`config.mk`:
```
export PLATFORM = sky130hd
export DESIGN_NAME = c64_rom_banker_flat
export DESIGN_NICKNAME = d
export VERILOG_FILES = /design/src/rtl/c64_rom_banker_pkg.sv /design/src/rtl/c64_rom_banker_if.sv /design/src/rtl/c64_rom_banker_cpu_port.sv /design/src/rtl/c64_rom_banker.sv /design/src/flat_wrapper.sv
export SDC_FILE = /design/constraint.sdc
export NUM_CORES = 1
export LEC_CHECK = 0
export ABC_AREA = 1
export CORE_ASPECT_RATIO = 1.1
export CORE_MARGIN = 3
export CORE_UTILIZATION = 30
export DETAILED_ROUTE_END_ITERATION = 7
export HOLD_SLACK_MARGIN = 0.08
export SETUP_SLACK_MARGIN = 0.05
export SLEW_MARGIN = 25
export SYNTH_ARGS = -nofsm -noshare
export SYNTH_HDL_FRONTEND = slang
export SYNTH_SLANG_ARGS = --single-unit
```
`constraint.sdc`:
```
create_clock -name clk -period 1.5 [get_ports clk]
set_clock_uncertainty 0.15 [all_clocks]
set_input_delay 0.225 -clock clk [delete_from_list [all_inputs] [get_ports clk]]
set_output_delay 0.225 -clock clk [all_outputs]
set_load 0.02 [all_outputs]
```
`src/rtl/c64_rom_banker_pkg.sv`:
```
// c64_mem_pkg: shared types and constants for the C64 CPU-side ROM banker.
//   src_t      - data source latched at request accept
//   *_BASE/_LIMIT - CPU address regions
//   *_BIT      - bank-bit positions inside the effective port value
package c64_mem_pkg;

  typedef enum logic [2:0] {
    RAM, BASIC, KERNAL, CHAR, IO, PORT_DDR, PORT_DATA
  } src_t;

  localparam logic [15:0] PORT_DDR_ADDR  = 16'h0000;
  localparam logic [15:0] PORT_DATA_ADDR = 16'h0001;
  localparam logic [15:0] BASIC_BASE     = 16'hA000;
  localparam logic [15:0] BASIC_LIMIT    = 16'hBFFF;
  localparam logic [15:0] IO_BASE        = 16'hD000;
  localparam logic [15:0] IO_LIMIT       = 16'hDFFF;
  localparam logic [15:0] KERNAL_BASE    = 16'hE000;  // runs to $FFFF

  localparam int LORAM_BIT  = 0;
  localparam int HIRAM_BIT  = 1;
  localparam int CHAREN_BIT = 2;

endpackage

```
`src/rtl/c64_rom_banker_if.sv`:
```
// c64_rom_banker_if: CPU request/ack bus.
//   master - CPU side: drives addr/wdata/we/req, receives rdata/ack
//   slave  - banker side
interface c64_rom_banker_if;
  logic [15:0] cpu_addr;
  logic [7:0]  cpu_wdata;
  logic        cpu_we;
  logic        cpu_req;
  logic [7:0]  cpu_rdata;
  logic        cpu_ack;

  modport master (output cpu_addr, cpu_wdata, cpu_we, cpu_req,
                  input  cpu_rdata, cpu_ack);
  modport slave  (input  cpu_addr, cpu_wdata, cpu_we, cpu_req,
                  output cpu_rdata, cpu_ack);
endinterface

```
`src/rtl/c64_rom_banker_cpu_port.sv`:
```
// c64_cpu_port: 6510 on-chip I/O port ($00 DDR, $01 DATA).
//   wr_ddr_i/wr_data_i/wdata_i - register write controls
//   port_in_i  - external pin levels
//   ddr_o      - DDR register
//   port_rd_o  - value seen by a CPU read of $01
//   bank_o     - effective LORAM/HIRAM/CHAREN bits
//   port_out_o - pin drive (DATA where DDR=1, else 0)
module c64_cpu_port #(
  parameter logic [7:0] PORT_PULLUP = 8'hFF
) (
  input  logic       clk,
  input  logic       reset,
  input  logic       wr_ddr_i,
  input  logic       wr_data_i,
  input  logic [7:0] wdata_i,
  input  logic [7:0] port_in_i,
  output logic [7:0] ddr_o,
  output logic [7:0] port_rd_o,
  output logic [2:0] bank_o,
  output logic [7:0] port_out_o
);
  logic [7:0] ddr_q, data_q, eff;

  always_ff @(posedge clk or posedge reset) begin
    if (reset) begin
      ddr_q  <= 8'h00;
      data_q <= 8'h00;
    end else begin
      if (wr_ddr_i)  ddr_q  <= wdata_i;
      if (wr_data_i) data_q <= wdata_i;
    end
  end

  // Bank lines follow the pins on input bits, the DATA register on output bits.
  assign eff        = (ddr_q & data_q) | (~ddr_q & port_in_i);
  assign bank_o     = eff[2:0];
  // Undriven/absent input bits read back through the pull-up mask.
  assign port_rd_o  = (ddr_q & data_q) | (~ddr_q & port_in_i & PORT_PULLUP);
  assign port_out_o = ddr_q & data_q;
  assign ddr_o      = ddr_q;
endmodule

```
`src/rtl/c64_rom_banker.sv`:
```
// c64_rom_banker: CPU-side banker for BASIC/KERNAL/CHAR synchronous ROMs.
//   clk, reset      - clock, async active-high reset
//   cpu             - req/ack bus (slave side)
//   port_in/out     - 6510 port pins
//   *_addr          - registered ROM addresses
//   *_data          - ROM/RAM/IO read data, ROM_LATENCY clocks after address
//   ram_we, io_we   - one-clock write strobes
module c64_rom_banker
  import c64_mem_pkg::*;
#(
  parameter int         ROM_LATENCY = 1,
  parameter logic [7:0] PORT_PULLUP = 8'hFF
) (
  input  logic              clk,
  input  logic              reset,
  c64_rom_banker_if.slave   cpu,
  input  logic [7:0]        port_in,
  output logic [7:0]        port_out,
  output logic [12:0]       basic_addr,
  output logic [12:0]       kernal_addr,
  output logic [11:0]       char_addr,
  input  logic [7:0]        basic_data,
  input  logic [7:0]        kernal_data,
  input  logic [7:0]        char_data,
  input  logic [7:0]        ram_data,
  input  logic [7:0]        io_data,
  output logic              ram_we,
  output logic              io_we
);
  localparam logic [1:0] S_IDLE = 2'd0;
  localparam logic [1:0] S_WAIT = 2'd1;
  localparam logic [1:0] S_ACK  = 2'd2;
  localparam logic [1:0] LAT    = 2'(ROM_LATENCY);

  logic [1:0]  state_q, state_d, cnt_q, cnt_d;
  src_t        src_q, src_d, src_dec;
  logic [7:0]  rdata_q, rdata_d;
  logic        ram_we_q, ram_we_d, io_we_q, io_we_d;
  logic [12:0] basic_q, basic_d, kernal_q, kernal_d;
  logic [11:0] char_q, char_d;
  logic [7:0]  ddr, port_rd;
  logic [2:0]  bank;
  logic        accept, lo, hi, ch;

  assign accept = (state_q == S_IDLE) && cpu.cpu_req;

  c64_cpu_port #(.PORT_PULLUP(PORT_PULLUP)) u_port (
    .clk        (clk),
    .reset      (reset),
    .wr_ddr_i   (accept && cpu.cpu_we && src_dec == PORT_DDR),
    .wr_data_i  (accept && cpu.cpu_we && src_dec == PORT_DATA),
    .wdata_i    (cpu.cpu_wdata),
    .port_in_i  (port_in),
    .ddr_o      (ddr),
    .port_rd_o  (port_rd),
    .bank_o     (bank),
    .port_out_o (port_out)
  );

  assign lo = bank[LORAM_BIT];
  assign hi = bank[HIRAM_BIT];
  assign ch = bank[CHAREN_BIT];

  always_comb begin
    src_dec = RAM;
    if (cpu.cpu_addr == PORT_DDR_ADDR)       src_dec = PORT_DDR;
    else if (cpu.cpu_addr == PORT_DATA_ADDR) src_dec = PORT_DATA;
    else if (cpu.cpu_addr >= BASIC_BASE && cpu.cpu_addr <= BASIC_LIMIT) begin
      if (lo && hi) src_dec = BASIC;
    end else if (cpu.cpu_addr >= KERNAL_BASE) begin
      if (hi) src_dec = KERNAL;
    end else if (cpu.cpu_addr >= IO_BASE && cpu.cpu_addr <= IO_LIMIT) begin
      if (lo || hi) src_dec = ch ? IO : CHAR;
    end
  end

  always_comb begin
    state_d  = state_q;
    cnt_d    = cnt_q;
    src_d    = src_q;
    rdata_d  = rdata_q;
    ram_we_d = 1'b0;
    io_we_d  = 1'b0;
    basic_d  = basic_q;
    kernal_d = kernal_q;
    char_d   = char_q;
    case (state_q)
      S_IDLE: if (cpu.cpu_req) begin
        src_d    = src_dec;
        basic_d  = cpu.cpu_addr[12:0];
        kernal_d = cpu.cpu_addr[12:0];
        char_d   = cpu.cpu_addr[11:0];
        if (cpu.cpu_we) begin
          // ROM-mapped writes fall through to the RAM underneath.
          state_d = S_ACK;
          if (src_dec == IO) io_we_d = 1'b1;
          else if (src_dec != PORT_DDR && src_dec != PORT_DATA) ram_we_d = 1'b1;
        end else if (src_dec == PORT_DDR || src_dec == PORT_DATA) begin
          state_d = S_ACK;
          rdata_d = (src_dec == PORT_DDR) ? ddr : port_rd;
        end else begin
          state_d = S_WAIT;
          cnt_d   = LAT;
        end
      end
      // One extra WAIT clock beyond the count covers the address register stage.
      S_WAIT: if (cnt_q == 2'd0) begin
        state_d = S_ACK;
        case (src_q)
          BASIC:   rdata_d = basic_data;
          KERNAL:  rdata_d = kernal_data;
          CHAR:    rdata_d = char_data;
          IO:      rdata_d = io_data;
          default: rdata_d = ram_data;
        endcase
      end else begin
        cnt_d = cnt_q - 2'd1;
      end
      S_ACK:   state_d = S_IDLE;
      default: state_d = S_IDLE;
    endcase
  end

  always_ff @(posedge clk or posedge reset) begin
    if (reset) begin
      state_q  <= S_IDLE;
      cnt_q    <= 2'd0;
      src_q    <= RAM;
      rdata_q  <= 8'h00;
      ram_we_q <= 1'b0;
      io_we_q  <= 1'b0;
      basic_q  <= 13'h0;
      kernal_q <= 13'h0;
      char_q   <= 12'h0;
    end else begin
      state_q  <= state_d;
      cnt_q    <= cnt_d;
      src_q    <= src_d;
      rdata_q  <= rdata_d;
      ram_we_q <= ram_we_d;
      io_we_q  <= io_we_d;
      basic_q  <= basic_d;
      kernal_q <= kernal_d;
      char_q   <= char_d;
    end
  end

  assign cpu.cpu_ack   = (state_q == S_ACK);
  assign cpu.cpu_rdata = rdata_q;
  assign ram_we        = ram_we_q;
  assign io_we         = io_we_q;
  assign basic_addr    = basic_q;
  assign kernal_addr   = kernal_q;
  assign char_addr     = char_q;
endmodule
```
`src/flat_wrapper.sv`:
```
// flat-port wrapper written by rule: the top's interface ports become plain ports
module c64_rom_banker_flat import c64_mem_pkg::*;
#(
  parameter int         ROM_LATENCY = 1,
  parameter logic [7:0] PORT_PULLUP = 8'hFF
)
  (clk, reset, port_in, port_out, basic_addr, kernal_addr, char_addr, basic_data, kernal_data, char_data, ram_data, io_data, ram_we, io_we, cpu_cpu_addr, cpu_cpu_wdata, cpu_cpu_we, cpu_cpu_req, cpu_cpu_rdata, cpu_cpu_ack);
  c64_rom_banker_if cpu_i ();
  input  logic clk;
  input  logic reset;
  input  logic [7:0] port_in;
  output logic [7:0] port_out;
  output logic [12:0] basic_addr;
  output logic [12:0] kernal_addr;
  output logic [11:0] char_addr;
  input  logic [7:0] basic_data;
  input  logic [7:0] kernal_data;
  input  logic [7:0] char_data;
  input  logic [7:0] ram_data;
  input  logic [7:0] io_data;
  output logic ram_we;
  output logic io_we;
  input wire logic [$bits(cpu_i.cpu_addr)-1:0] cpu_cpu_addr;
  input wire logic [$bits(cpu_i.cpu_wdata)-1:0] cpu_cpu_wdata;
  input wire logic [$bits(cpu_i.cpu_we)-1:0] cpu_cpu_we;
  input wire logic [$bits(cpu_i.cpu_req)-1:0] cpu_cpu_req;
  output wire logic [$bits(cpu_i.cpu_rdata)-1:0] cpu_cpu_rdata;
  output wire logic [$bits(cpu_i.cpu_ack)-1:0] cpu_cpu_ack;
  assign cpu_i.cpu_addr = cpu_cpu_addr;
  assign cpu_i.cpu_wdata = cpu_cpu_wdata;
  assign cpu_i.cpu_we = cpu_cpu_we;
  assign cpu_i.cpu_req = cpu_cpu_req;
  assign cpu_cpu_rdata = cpu_i.cpu_rdata;
  assign cpu_cpu_ack = cpu_i.cpu_ack;
  c64_rom_banker #(.ROM_LATENCY(ROM_LATENCY), .PORT_PULLUP(PORT_PULLUP)) u_core (.clk(clk), .reset(reset), .cpu(cpu_i), .port_in(port_in), .port_out(port_out), .basic_addr(basic_addr), .kernal_addr(kernal_addr), .char_addr(char_addr), .basic_data(basic_data), .kernal_data(kernal_data), .char_data(char_data), .ram_data(ram_data), .io_data(io_data), .ram_we(ram_we), .io_we(io_we));
endmodule
```
* Yosys cells after proc, flatten, opt, wreduce, memory -nomap -nowiden
Cells that the tools add are included.
Word-level totals: bits of input ports 76, bits in registers 58, word-level logic and storage cells 91
Cells by class: muxes and demuxes 35, reductions and logical operators 18, bitwise logic cells 4, $lt $le $gt $ge 5, equality and inequality tests 18, add/subtract/negate cells 1
Operator list (count):
- $ge A16 B16 Y1 const B | 3
- $mux W8 | 5
- $le A16 B16 Y1 const B | 2
- $pmux W8 S4 | 1
- $mux W3 | 7
- $mux W2 | 9
- $and A8 B8 Y8 | 2
- $eq A16 B1 Y1 const B | 1
- $logic_not A16 Y1 | 1
- $pmux W8 S2 | 1
- $eq A3 B3 Y1 const B | 4
- $mux W1 | 10
- $ne A2 B2 Y1 const B | 5
- $reduce_and A5 Y1 | 2
- $logic_and A1 B1 Y1 | 8
- $not A8 Y8 | 1
- $or A8 B8 Y8 | 1
- $pmux W2 S2 | 2
- $eq A3 B2 Y1 const B | 2
- $ne A3 B3 Y1 const B | 2
- $logic_not A2 Y1 | 2
- $reduce_and A2 Y1 | 2
- $eq A3 B1 Y1 const B | 1
- $eq A2 B1 Y1 const B | 1
- 5 further kinds | 6

* Logic depth before layout (Yosys ltp)
word-level depth 17, gate-level depth with buffers 11, gate-level depth less buffers 10

* Cells and area by module
A second synthesis with hierarchy kept.
Unflattened totals: cell total of the unflattened synthesis 450, area, all modules 3090.5 um^2
By module, submodules not included:
- c64_rom_banker | cells each 338, sequential area each 750.7 um^2, area an instance 2303.5 um^2, instances 1
- c64_cpu_port | cells each 112, sequential area each 400.4 um^2, area an instance 787.0 um^2, instances 1

* Least setup slack after synthesis
OpenSTA, ideal clock, no wires.
path type register to register, start register u_core.state_q[1], end register u_core.u_port.data_q[1], period minus slack after synthesis 1.479 ns, arrival 1.208 ns, stages on the path, launching flop included 8, path buffers 1, setup time 0.121 ns, setup slack 0.021 ns, cells stage by stage dfrtp_1 nor2_2 nand2_1 nor2_4 nand4_4 buf_2 nand2_1 o21ai_1
On the way: longest elaborated chain between the ends 4
Ends and longest elaborated chain:
- start, declared | line c64_rom_banker.sv:35 | logic [1:0] state_q, state_d, cnt_q, cnt_d;
- start signal, assigned | line c64_rom_banker.sv:136 | state_q <= state_d;
- $logic_not A2 Y1 | line c64_rom_banker.sv:45 | assign accept = (state_q == S_IDLE) && cpu.cpu_req;
- $logic_and A1 B1 Y1 | line c64_rom_banker.sv:45
- $logic_and A1 B1 Y1 (2 in series) | line c64_rom_banker.sv:51 | .wr_data_i (accept && cpu.cpu_we && src_dec == PORT_DATA),
- end signal, assigned | line c64_rom_banker_cpu_port.sv:30 | if (wr_data_i) data_q <= wdata_i;
- end, declared | line c64_rom_banker_cpu_port.sv:22 | logic [7:0] ddr_q, data_q, eff;
Every way passes these cells. A chain may end at the register's enable or synchronous reset.

* Worst setup path after layout
start register u_core.state_q[0], end register u_core.u_port.ddr_q[5], in the netlist u_core.u_port.ddr_o[5]
On the way: longest elaborated chain between the ends 4
Ends and longest elaborated chain:
- $logic_not A2 Y1 | line c64_rom_banker.sv:45
- $logic_and A1 B1 Y1 | line c64_rom_banker.sv:45
- $logic_and A1 B1 Y1 (2 in series) | line c64_rom_banker.sv:50 | .wr_ddr_i (accept && cpu.cpu_we && src_dec == PORT_DDR),
- end signal, assigned | line c64_rom_banker_cpu_port.sv:29 | if (wr_ddr_i) ddr_q <= wdata_i;
- end, declared | line c64_rom_banker_cpu_port.sv:22
Every way passes these cells.

==> flow_summary.toml <==
[logic_synthesis]
synth-seq-cells = 46
yosysTopAreaCellShare = 0.3794
async_flop_share = 1.000
syn_area_per_cell_um2 = 7.056
synthCells = 430
synth_most_common_cell = "nand2_1"
ys_seq_area_frac = 0.3794
syn-num-nets = 507
syn_area_um2 = 3034
synth_common_cells = "nand2_1, dfrtp_1, inv_1"
synth_cell_type_count = 27
synth_edf_count = 0
synth_warnings = 0
synth_area_leader_cell = "dfrtp_1"
ys.flop_type = "dfrtp_1"
synth.area.top_cells = "dfrtp_1, nand2_1, buf_4, nand4_1, nand3_1"

[timing]
slew_headroom = 0.8101
setup_slack_ps = -79.36
fin_crit_ps = 1579
timing.fmax_mhz = 633.2
slew_viol_final = 0
worst_pin_slew_ps = 284.6
finalHoldViolations = 0
setup_viol = 25
rsz0062_at_grt = "yes"
timing.final.crit_share = 1.053

[place]
post-dp-hpwl_um = 7084
dp.cells = 682
postPlaceCellArea_um2 = 4588
post-place-ws_ps = -384.7
port_buffers = 132
routabilityCongestion = 0.7865

[power]
power.leakage_nw = 2.740
worst_ir_drop_vdd_mv = 0.8990
power_density_nw_per_um2 = 1344

[worst_setup_path]
worstPathArrival_ps = 1630
r2r.worst_path.cells = 7
critPathKind = "reg -> reg"
reg2reg_to = "u_core.u_port.ddr_o[5]$_DFFE_PP0P_"
r2r_slack_ps = -80
end_kind = "register"
cp_max_fo = 8
r2r-start = "u_core.state_q[0]$_DFFE_PP0P_"
startpoint_type = "register"
required_ps = 1550

[drt]
drc = 0
drtAntennaViolNets = 0
vias = 3439
drt-vias-per-instance = 4.763
wl_um = 10430
dr.pass1.iters = 4
drtIter0Drc = 141
routedWlPerCell_um = 14.44

[cells_and_area]
stdcell_area_um2 = 5157
fin_nets = 681
drive_gt1_frac = 0.3306
stdcell_count = 722
final_util = 0.5382
num_antenna_cells = 0
synthToLayoutAreaGrowth_pct = 69.98

[run_status]
violations = "negative setup slack"
outcome = "finished with violations"

[worst_hold_path]
whs_path_depth = 3
min_to = "u_core.char_addr[10]$_DFFE_PP0P_"
min_path_type = "in -> reg"
worstHoldStart = "cpu_cpu_addr[10]"

[global_route]
first_global_vias = 3322
grt.overflow.total = 0
grt_max_degree = 47
gr-usage-all-layers = 0.1732
antenna_found_initial = 0
grt_pass1_wl_um = 16010

[clocking]
cts_tree = "done"
clkTransAtPathRegs_ps = 90
clockBufferDepth = 2
clock_sinks = 46
insertion_delay_ps = 300
cts_root_buf = "clkbuf_8"
cts_max_level = 2
cts_buffers = 5

[floorplanning]
io_pins = 133
start_util = 0.3166
die_area_um2 = 11360
row_count = 37
die_w_um = 101.9
core-area_um2 = 9583
dieHeight_um = 111.5

[job]
drv_cap = 0
## cell type report
cell class | count | area (um^2)
Sequential cell | 46 | 1155
Tap cell | 117 | 146.4
Clock buffer | 6 | 82.58
Fill cell | 901 | 4425
Timing Repair Buffer | 202 | 1852
Multi-Input combinational cell | 302 | 1689
Clock inverter | 2 | 12.51
Inverter | 47 | 220.2
## worst max path at each step
stage / cells after the start / slack (ps) / from / endpoint
floorplan: 7 / 60 / u_core.state_q[1]$_DFFE_PP0P_ / u_core.u_port.data_q[1]$_DFFE_PP0P_
global placement: 10 / -360 / cpu_cpu_addr[10] / u_core.cpu.cpu_rdata[4]$_DFFE_PP0P_
detailed placement: 9 / -380 / cpu_cpu_addr[2] / u_core.u_port.ddr_o[1]$_DFFE_PP0P_
CTS: 9 / -60 / u_core.cnt_q[1]$_DFFE_PP0P_ / u_core.cpu.cpu_rdata[4]$_DFFE_PP0P_
global route: 10 / -190 / u_core.src_q[1]$_DFFE_PP0P_ / u_core.cpu.cpu_rdata[2]$_DFFE_PP0P_
finish: 7 / -80 / u_core.state_q[0]$_DFFE_PP0P_ / u_core.u_port.ddr_o[5]$_DFFE_PP0P_
## timing repair
| item | 4_1_cts | 5_1_grt |
|---|---|---|
| gates cloned | 4 | 1 |
| hold buffers | 0 | 6 |
| hold endpoints to repair | 0 | 6 |
| setup buffers | 9 | 12 |
| pin swaps | 12 | 29 |
| endpoints found under the setup margin | 98 | 85 |
| resized for setup | 116 | 143 |
## cells by family after synthesis
family | Yosys count | synth area share
AND/OR/NAND/NOR | 263 | 0.3996
buffers and inverters | 86 | 0.1497
flip-flops | 46 | 0.3794
AO/OA/AOI/OAI | 34 | 0.06722
adder cells (fa/ha/maj) | 1 | 0.004123
## layout by cell type (no fill, tap or decap), types with 2 or more instances in the layout
cell type / count
clkdlybuf4s50_1: 61
nand3_1: 29
inv_2: 9
dlygate4sd2_1: 13
nor2_2: 11
nor2_4: 5
clkbuf_8: 6
o21ai_1: 12
clkbuf_2: 20
o21ai_0: 4
a21oi_1: 7
inv_1: 30
buf_4: 50
nand2_1: 125
clkdlybuf4s15_1: 17
nand4_1: 29
clkinv_8: 2
dfrtp_1: 43
nand2_2: 31
buf_6: 9
dlygate4sd3_1: 6
nand3_2: 3
nor2_1: 16
buf_12: 6
o21ai_2: 9
dlymetal6s2s_1: 12
nand2_4: 9
nand2_8: 2
buf_2: 7
nand4_4: 2
clkinvlp_4: 2
inv_4: 4
dfrtp_2: 3
## through the flow
| step | hold slack [ps] | setup TNS, ps | total power (W) |
|---|---|---|---|
| 2_1_floorplan | 91.95 | 0 | 0.004361 |
| 3_3_place_gp | 320.2 | -11330 | 0.005917 |
| 3_5_place_dp | 320.4 | -12080 | 0.005947 |
| 4_1_cts | 179.3 | -637.2 | 0.006740 |
| 5_1_grt | 96.74 | -4090 | 0.007411 |
| 6_report | 85.64 | -1387 | 0.006930 |
## power breakdown
part | total (W) | internal (W) | switching, W
clock network | 0.000808 | 0.000371 | 0.000437
logic | 0.00422 | 0.00179 | 0.00243
registers | 0.00190 | 0.00159 | 0.000316
## routing by layer
metal	wire (um)	up-vias	part of all wire	GRT usage
li1	-	1715	-	-
met1	4160	1594	0.40	0.2171
met2	5440	113	0.52	0.3067
met3	676	17	0.065	0.02694
met4	149	0	0.014	0.04462
met5	0	-	0	0
## state kept, by name, summed over array words and instances, names as in the netlist
name,count
u_core.cpu.cpu_rdata,8
u_core.ram_we,1
u_core.cnt_q,2
u_core.u_port.ddr_o,8
u_core.state_q,2
u_core.u_port.data_q,8
u_core.src_q,3
u_core.char_addr,11
u_core.io_we,1
u_core.basic_addr,2
## critical path: stages, from the launching register on
cell	delay (ps)
dfrtp_2	450
nor2_2	120
nand2_2	110
nor2_4	230
buf_12	180
nand2_8	110
nand2_2	90
o21ai_2	50
No activity file was read; power rests on OpenSTA's default activity.
